[src/rtl/noun_readout.sv]
// +--------------------------------------------------------------------------+
// | noun_readout: streams a window of memory words out over valid/ready.     |
// | Optional: READOUT_CHECKSUM_EN appends an XOR checksum beat. Rev 1.0      |
// +--------------------------------------------------------------------------+
`default_nettype none

module noun_readout #(
  parameter int          ADDR_W    = 8,
  parameter int          DATA_W    = 16,
  parameter logic [1:0]  FUNC_READ = 2'b00
) (
  input  logic              clk,
  input  logic              rst,
  input  logic              start,
  input  logic [ADDR_W-1:0] base_addr,
  input  logic [ADDR_W-1:0] word_count,
  output logic              busy,
  output logic              finished,
  input  logic              mem_ready,
  output logic              mem_execute,
  output logic [1:0]        mem_func,
  output logic [ADDR_W-1:0] address1,
  input  logic [DATA_W-1:0] read_data1,
  output logic [DATA_W-1:0] out_data,
  output logic              out_valid,
  output logic              out_last,
  input  logic              out_ready
);

  typedef enum logic [2:0] {
    S_IDLE = 3'd0,
    S_REQ  = 3'd1,
    S_ACK  = 3'd2,
    S_DATA = 3'd3,
    S_SEND = 3'd4,
`ifdef READOUT_CHECKSUM_EN
    S_CSUM = 3'd5,
`endif
    S_DONE = 3'd6
  } state_t;

  localparam logic [ADDR_W-1:0] ONE = ADDR_W'(1);

  state_t            state_q, state_d;
  logic [ADDR_W-1:0] addr_q, addr_d;
  logic [ADDR_W-1:0] remaining_q, remaining_d;
  logic [DATA_W-1:0] data_q, data_d;
`ifdef READOUT_CHECKSUM_EN
  logic [DATA_W-1:0] csum_q, csum_d;
`endif

  always_ff @(posedge clk or negedge rst) begin
    if (!rst) begin
      state_q     <= S_IDLE;
      addr_q      <= '0;
      remaining_q <= '0;
      data_q      <= '0;
`ifdef READOUT_CHECKSUM_EN
      csum_q      <= '0;
`endif
    end else begin
      state_q     <= state_d;
      addr_q      <= addr_d;
      remaining_q <= remaining_d;
      data_q      <= data_d;
`ifdef READOUT_CHECKSUM_EN
      csum_q      <= csum_d;
`endif
    end
  end

  always_comb begin
    state_d     = state_q;
    addr_d      = addr_q;
    remaining_d = remaining_q;
    data_d      = data_q;
`ifdef READOUT_CHECKSUM_EN
    csum_d      = csum_q;
`endif
    busy        = 1'b0;
    finished    = 1'b0;
    mem_execute = 1'b0;
    mem_func    = 2'b00;
    address1    = '0;
    out_data    = '0;
    out_valid   = 1'b0;
    out_last    = 1'b0;

    case (state_q)
      S_IDLE: begin
        if (start) begin
          addr_d      = base_addr;
          remaining_d = word_count;
`ifdef READOUT_CHECKSUM_EN
          csum_d      = '0;
          state_d     = (word_count == '0) ? S_CSUM : S_REQ;
`else
          state_d     = (word_count == '0) ? S_DONE : S_REQ;
`endif
        end
      end
      S_REQ: begin
        busy = 1'b1;
        if (mem_ready) state_d = S_ACK;
      end
      // Request stays asserted until the memory drops ready to take it.
      S_ACK: begin
        busy        = 1'b1;
        mem_execute = 1'b1;
        mem_func    = FUNC_READ;
        address1    = addr_q;
        if (!mem_ready) state_d = S_DATA;
      end
      S_DATA: begin
        busy = 1'b1;
        if (mem_ready) begin
          data_d  = read_data1;
          state_d = S_SEND;
        end
      end
      S_SEND: begin
        busy      = 1'b1;
        out_valid = 1'b1;
        out_data  = data_q;
`ifndef READOUT_CHECKSUM_EN
        out_last  = (remaining_q == ONE);
`endif
        if (out_ready) begin
          addr_d      = addr_q + ONE;
          remaining_d = remaining_q - ONE;
`ifdef READOUT_CHECKSUM_EN
          csum_d      = csum_q ^ data_q;
          state_d     = (remaining_q == ONE) ? S_CSUM : S_REQ;
`else
          state_d     = (remaining_q == ONE) ? S_DONE : S_REQ;
`endif
        end
      end
`ifdef READOUT_CHECKSUM_EN
      S_CSUM: begin
        busy      = 1'b1;
        out_valid = 1'b1;
        out_data  = csum_q;
        out_last  = 1'b1;
        if (out_ready) state_d = S_DONE;
      end
`endif
      S_DONE: begin
        finished = 1'b1;
        state_d  = S_IDLE;
      end
      default: state_d = S_IDLE;
    endcase
  end

endmodule

`default_nettype wire

[config.mk]
export PLATFORM = sky130hd
export DESIGN_NAME = noun_readout
export DESIGN_NICKNAME = d
export VERILOG_FILES = /design/src/rtl/noun_readout.sv
export SDC_FILE = /design/constraint.sdc
export NUM_CORES = 1
export LEC_CHECK = 0
export CORE_ASPECT_RATIO = 0.8
export CORE_MARGIN = 2
export CORE_UTILIZATION = 40
export DETAILED_ROUTE_END_ITERATION = 10
export PLACE_DENSITY_LB_ADDON = 0.25
export SYNTH_ARGS = -nofsm -noshare
export SYNTH_HDL_FRONTEND = slang
export SYNTH_SLANG_ARGS = --single-unit
[constraint.sdc]
create_clock -name clk -period 2.7 [get_ports clk]
set_input_delay 0.81 -clock clk [delete_from_list [all_inputs] [get_ports clk]]
set_output_delay 0.81 -clock clk [all_outputs]
set_load 0.01 [all_outputs]
==> results of run 1 <==
[per-stage QoR]
step / hold slack (ns) / std cells
2_1_floorplan: 0.4402 / 206
3_3_place_gp: 0.4615 / 329
3_5_place_dp: 0.4707 / 329
4_1_cts: 0.4802 / 337
5_1_grt: 0.5070 / 337
6_report: 0.4742 / 337
[cells in the mapped netlist, types with 3 or more instances]
library cell / instances
a21oi_1: 11
a32oi_1: 3
and2_1: 25
buf_4: 5
buf_6: 4
dfrtp_1: 35
ha_1: 3
inv_1: 4
mux2_2: 16
nand2_1: 17
nand3_1: 10
nor2_1: 7
nor3_1: 8
nor4_1: 4
o21ai_0: 6
[cell type report]
class | count | area (um^2) | area share [%]
Clock inverter | 1 | 5.005 | 0.1768
Sequential cell | 35 | 879.6 | 31.08
Multi-Input combinational cell | 152 | 1039 | 36.69
Timing Repair Buffer | 75 | 719.4 | 25.42
Tap cell | 62 | 77.57 | 2.741
Inverter | 6 | 27.53 | 0.9726
Clock buffer | 6 | 82.58 | 2.918
[worst max path at each step]
stage	endpoint	slack (ns)	cells after the start	from
global placement	out_last	0.21	6	remaining_q[1]
finish	address1[4]	0.11	4	state_q[0]
global route	out_data[2]	0.01	5	state_q[1]
floorplan	address1[0]	0.56	3	state_q[2]
detailed placement	out_last	0.21	6	remaining_q[1]
CTS	out_data[12]	0.03	5	state_q[1]
[layer usage]
| layer | share of wire (%) | vias to the layer above | wire [um] |
|---|---|---|---|
| met1 | 45 | 856 | 2204 |
| met4 | 0.89 | 0 | 43 |
| met3 | 8.7 | 5 | 424 |
| li1 | - | 873 | - |
| met5 | 0 | - | 0 |
| met2 | 45 | 77 | 2174 |
[state kept, by name, summed over array words and instances, names as in the netlist]
| name | cells |
|---|---|
| remaining_q | 8 |
| data_q | 16 |
| state_q | 3 |
| addr_q | 8 |
[cells by family (layout without fill, tap and decap cells)]
kind of cell / after synthesis / count (layout)
AOI/OAI and AO/OA: 42 / 42
xor gates and xnor gates: 2 / 2
adders and majority gates: 3 / 3
buffers and inverters: 19 / 88
DFF: 35 / 35
muxes: 18 / 18
other: 1 / 2
and+or+nand+nor: 85 / 85
[worst max-delay path: cells and delay by family, from the launching register on]
family                 cells  cell delay [ns]
buffers and inverters      2             0.71
DFF                        1             0.46
and+or+nand+nor            2             0.33
[where the power goes]
part           internal (mW)  total [mW]  leakage (nW)  switching, mW
logic                  0.636        1.16         0.683          0.525
clock network          0.200       0.391        0.0470          0.191
registers              0.788        1.02         0.409          0.237
total                   1.62        2.58          1.14          0.952
[layout by cell type, fill, tap and decap left out, drive strengths merged, types with 4 or more instances in the layout]
cell type and count:
a21oi 11, nor4 4, mux2 17, nor2 8
dfrtp 35, nand2 18, and2 26, nor3 8
inv 6, nand3 10, clkbuf 6, o21ai 7
buf 11, clkdlybuf4s50 63
[what timing repair did]
item                                    in CTS  in global routing
buffers inserted                             1                  0
endpoints found under the setup margin      17                 25
endpoints found under the hold margin        0                  0
resized for setup                            2                  5
==> impl_metrics.tcl, run 1 <==
set metrics [dict create \
    postRouteAntennaNets 0 \
    synth_flop_cell "dfrtp_1" \
    drive_gt1_share_pct 17.09 \
    die_h_um 67.69 \
    r2r-start "remaining_q[0]" \
    yosysTopAreaCell "dfrtp_1" \
    min-delay-path-class "register to register" \
    wl_per_cell_um 14.38 \
    path_max_fanout 9 \
    synth_simple_gate_area_share_pct 23.69 \
    syn_inst 205 \
    hold_violations 0 \
    synth-adder-area-share_pct 1.851 \
    powerDensity_mw_per_mm2 910.3 \
    grt_util_met3_pct 5.134 \
    synthArstFlopShare_pct 100.0 \
    first_iter_violations 154 \
    die_area_mm2 0.005660 \
    hold_buffers 0 \
    finalSetupViolations 0 \
    die_w_um 83.61 \
    cts_sinks 35 \
    cp-start-kind "register" \
    clock.fmax_mhz 385.8 \
    rows 23 \
    diodes 0 \
    via_count 1811 \
    worst_pin_slew_ns 0.7802 \
    finalCritPeriodShare_pct 95.99 \
    htree_num_levels 2 \
    crit_arrival_ns 1.78 \
    gr-usage-met1_pct 24.26 \
    max-vdd-ir-drop_mv 0.4171 \
    grt.busiest_layer "met2" \
    cp.required_ns 1.89 \
    total_power_mw 2.576 \
    crit_type "register to output port" \
    core_area_mm2 0.004950 \
    place_ws_ns 0.2139 \
    clock_skew_ns 0.004849 \
    fillCellCount 452 \
    min_from "addr_q[7]" \
    synth_top_area_share_pct 43.18 \
    yosys_warnings 0 \
    ios 68 \
    power.leakage_nw 1.139 \
    grt_use_total_pct 17.89 \
    synth_compound_area_share_pct 14.07 \
    tritoncts "built" \
    finalNetCount 315 \
    r2r-end "remaining_q[4]" \
    grt_first_pass_wirelength_mm 7.941 \
    syn_avg_cell_area_um2 9.894 \
    via_per_inst 5.374 \
    drv_slew 0 \
    drc 0 \
    place.port_buffers 65 \
    end_kind "output port" \
    cpMaxStageDelayCell "clkdlybuf4s50_1" \
    start_util_pct 40.98 \
    synth_seq_cells 35 \
    syn_to_final_growth_pct 39.54 \
    syn_area_mm2 0.002028 \
    status "completed" \
    grt_max_degree 36 \
    synth_top_family_by_area "simple AND/OR/NAND/NOR gates" \
    layout_setup_ws_ns 0.1083 \
    grt_antenna_before_repair 0 \
    cts_buffers 5 \
    routed_wl_mm 4.847 \
    clkLatencyLatePin_ns 0.29 \
    r2r_cells 5 \
    drt_pass1_iterations 5 \
    ys_seq_area_share_pct 43.18 \
    setup_tns_ns 0 \
    stdcell_area_mm2 0.002830 \
    cpPeakStageDelay_ns 0.53 \
    grt_pass1_vias 1692 \
    ys_top_cells_by_area "dfrtp_1 43%, mux2_2 8.9%, and2_1 7.7%" \
    root_buffer "clkbuf_8" \
    overflow 0 \
    place_hpwl_mm 3.456 \
    gp_congestion 0.7961 \
    hold_depth 1 \
    cts.clk_slew.worst_paths_ns 0.07 \
    cts_buffer_depth 2 \
    post-route-min-period_ns 2.592 \
    min_to "addr_q[7]" \
    synth_edf_count 0 \
    slew_headroom_pct 47.98 \
    utilization_pct 57.18 \
    path_cells "nor3b_2, buf_4, and2_1, clkdlybuf4s50_1" \
    synth.area.mux_share_pct 10.12 \
    grt_use_met2_pct 27.90 \
    cap_viol_max_count 0 \
    synthXorXnorAreaFrac_pct 0.8637 \
    place_area_mm2 0.002723 \
    r2r_slack_ns 0.92 \
    rsz0062_at_grt "no" \
    yosysUniqueCellTypes 49 \
]
Power figures use the tool's default switching activity.
==> inputs of run 2 (changes only) <==
- REMOVE_ABC_BUFFERS: unset -> 1
==> impl_metrics.tcl, run 2 (same netlist as run 1, synthesis figures left out) <==
set metrics [dict create \
    place.port_buffers 65 \
    via_per_inst 5.348 \
    min-delay-path-class "register to register" \
    routed_wl_mm 4.789 \
    finalSetupViolations 0 \
    grt_max_degree 36 \
    root_buffer "clkbuf_8" \
    reg_top3 "data_q x16, addr_q x8, remaining_q x8" \
    core_area_mm2 0.004950 \
    rsz0062_at_grt "yes" \
    r2r-end "remaining_q[6]" \
    final_cells 339 \
    cts_buffers 5 \
    diodes 0 \
    grt_antenna_before_repair 0 \
    drive_gt1_share_pct 16.97 \
    rows 23 \
    stdcell_area_mm2 0.002867 \
    hold_violations 0 \
    drc 0 \
    start_util_pct 40.98 \
    drv_slew 0 \
    status "completed" \
    crit_arrival_ns 1.78 \
    cts_sinks 35 \
    place_hpwl_mm 3.447 \
    post-route-min-period_ns 2.591 \
    grt_first_pass_wirelength_mm 7.755 \
    r2r_cells 5 \
    utilization_pct 57.91 \
    ios 68 \
    crit_type "register to output port" \
    fillCellCount 465 \
    overflow 0 \
    r2r-start "state_q[2]" \
    clkLatencyLatePin_ns 0.29 \
    placed_cells 328 \
    cts_buffer_depth 2 \
    hold_depth 1 \
    clock.fmax_mhz 386.0 \
    cts.clk_slew.worst_paths_ns 0.07 \
    die_w_um 83.61 \
    largest_register_ffs 16 \
    tritoncts "built" \
    max-vdd-ir-drop_mv 0.4586 \
    r2r_slack_ns 0.82 \
    place_ws_ns 0.1807 \
    powerDensity_mw_per_mm2 913.8 \
    place_area_mm2 0.002715 \
    cp.required_ns 1.89 \
    grt_pass1_vias 1566 \
    min_from "addr_q[7]" \
    via_count 1813 \
    end_kind "output port" \
    die_h_um 67.69 \
    htree_num_levels 2 \
    drt_pass1_iterations 4 \
    min_to "addr_q[7]" \
    layout_setup_ws_ns 0.1090 \
    clock_skew_ns 0.007283 \
    wl_per_cell_um 14.13 \
    cp-start-kind "register" \
    finalNetCount 316 \
    power.leakage_nw 1.227 \
    syn_to_final_growth_pct 41.33 \
    largest-register "data_q" \
    die_area_mm2 0.005660 \
    slew_headroom_pct 48.05 \
    final_cell_mix "59 x clkdlybuf4s50_1, 33 x dfrtp_1, 25 x and2_1" \
    gp_congestion 0.8331 \
    hold_buffers 0 \
    first_iter_violations 52 \
    final_common_cell "clkdlybuf4s50_1" \
    cap_viol_max_count 0 \
    finalCritPeriodShare_pct 95.96 \
    postRouteAntennaNets 0 \
    path_max_fanout 18 \
    grt_use_total_pct 17.56 \
    worst_pin_slew_ns 0.7792 \
]
-- run 2: where the power goes --
group / leakage (nW) / switching [mW] / total, mW / internal [mW]
clock: 0.0515 / 0.184 / 0.417 / 0.233
sequential: 0.410 / 0.232 / 1.02 / 0.787
combinational: 0.766 / 0.538 / 1.18 / 0.645
-- run 2: metrics by stage --
step,setup TNS (ns),total power [mW],hold slack [ns]
global route,-0.002697,2.827,0.5129
finish,0,2.619,0.4730
global placement,0,2.151,0.4594
floorplan,0,1.683,0.4403
detailed placement,0,2.185,0.4624
CTS,0,2.613,0.4754
-- run 2: worst max-delay path by stage --
stage / start / end / slack, ns / depth (start not counted)
global placement: remaining_q[1] / out_last / 0.20 / 6
floorplan: state_q[2] / address1[0] / 0.34 / 2
finish: state_q[1] / out_data[15] / 0.11 / 5
CTS: state_q[1] / out_data[14] / 0.003 / 5
detailed placement: remaining_q[1] / out_last / 0.18 / 6
global route: state_q[1] / out_data[0] / -0.003 / 5
-- run 2: final cells by class --
cell class / count / area [um^2] / area share (%)
flip-flops and latches: 35 / 878.3 / 30.64
multi-input cells: 152 / 1039 / 36.23
well taps: 62 / 77.57 / 2.706
repair buffers: 76 / 737.0 / 25.71
clock buffers: 8 / 100.1 / 3.492
inverters: 6 / 35.03 / 1.222
-- run 2: layer usage --
layer,track usage (%),vias to the layer above,wire [um]
met1,24.62,859,2212
met4,5.444,0,55
met2,26.90,73,2192
met5,0,-,0
met3,4.523,6,329
li1,-,875,-
-- run 2: timing repair --
| action | CTS | global route |
|---|---|---|
| pin swaps | 0 | 0 |
| resized for setup | 4 | 8 |
| cloned | 0 | 0 |
| buffers inserted | 1 | 2 |
| endpoints found under the setup margin | 17 | 24 |
-- run 2: worst max-delay path, cell delays in order, from the launching register on --
cell and delay (ns):
dfrtp_2 0.46, nor2_4 0.15, nand2_4 0.12, clkinv_8 0.11, and2_1 0.13, clkdlybuf4s50_1 0.53
==> inputs of run 3 (changes only) <==
- ABC_CLOCK_PERIOD_IN_PS: unset -> 2700
- SLEW_MARGIN: unset -> 20
==> results of run 3 <==
Same layout as run 2: the final DEF is identical, and so are final timing and power.
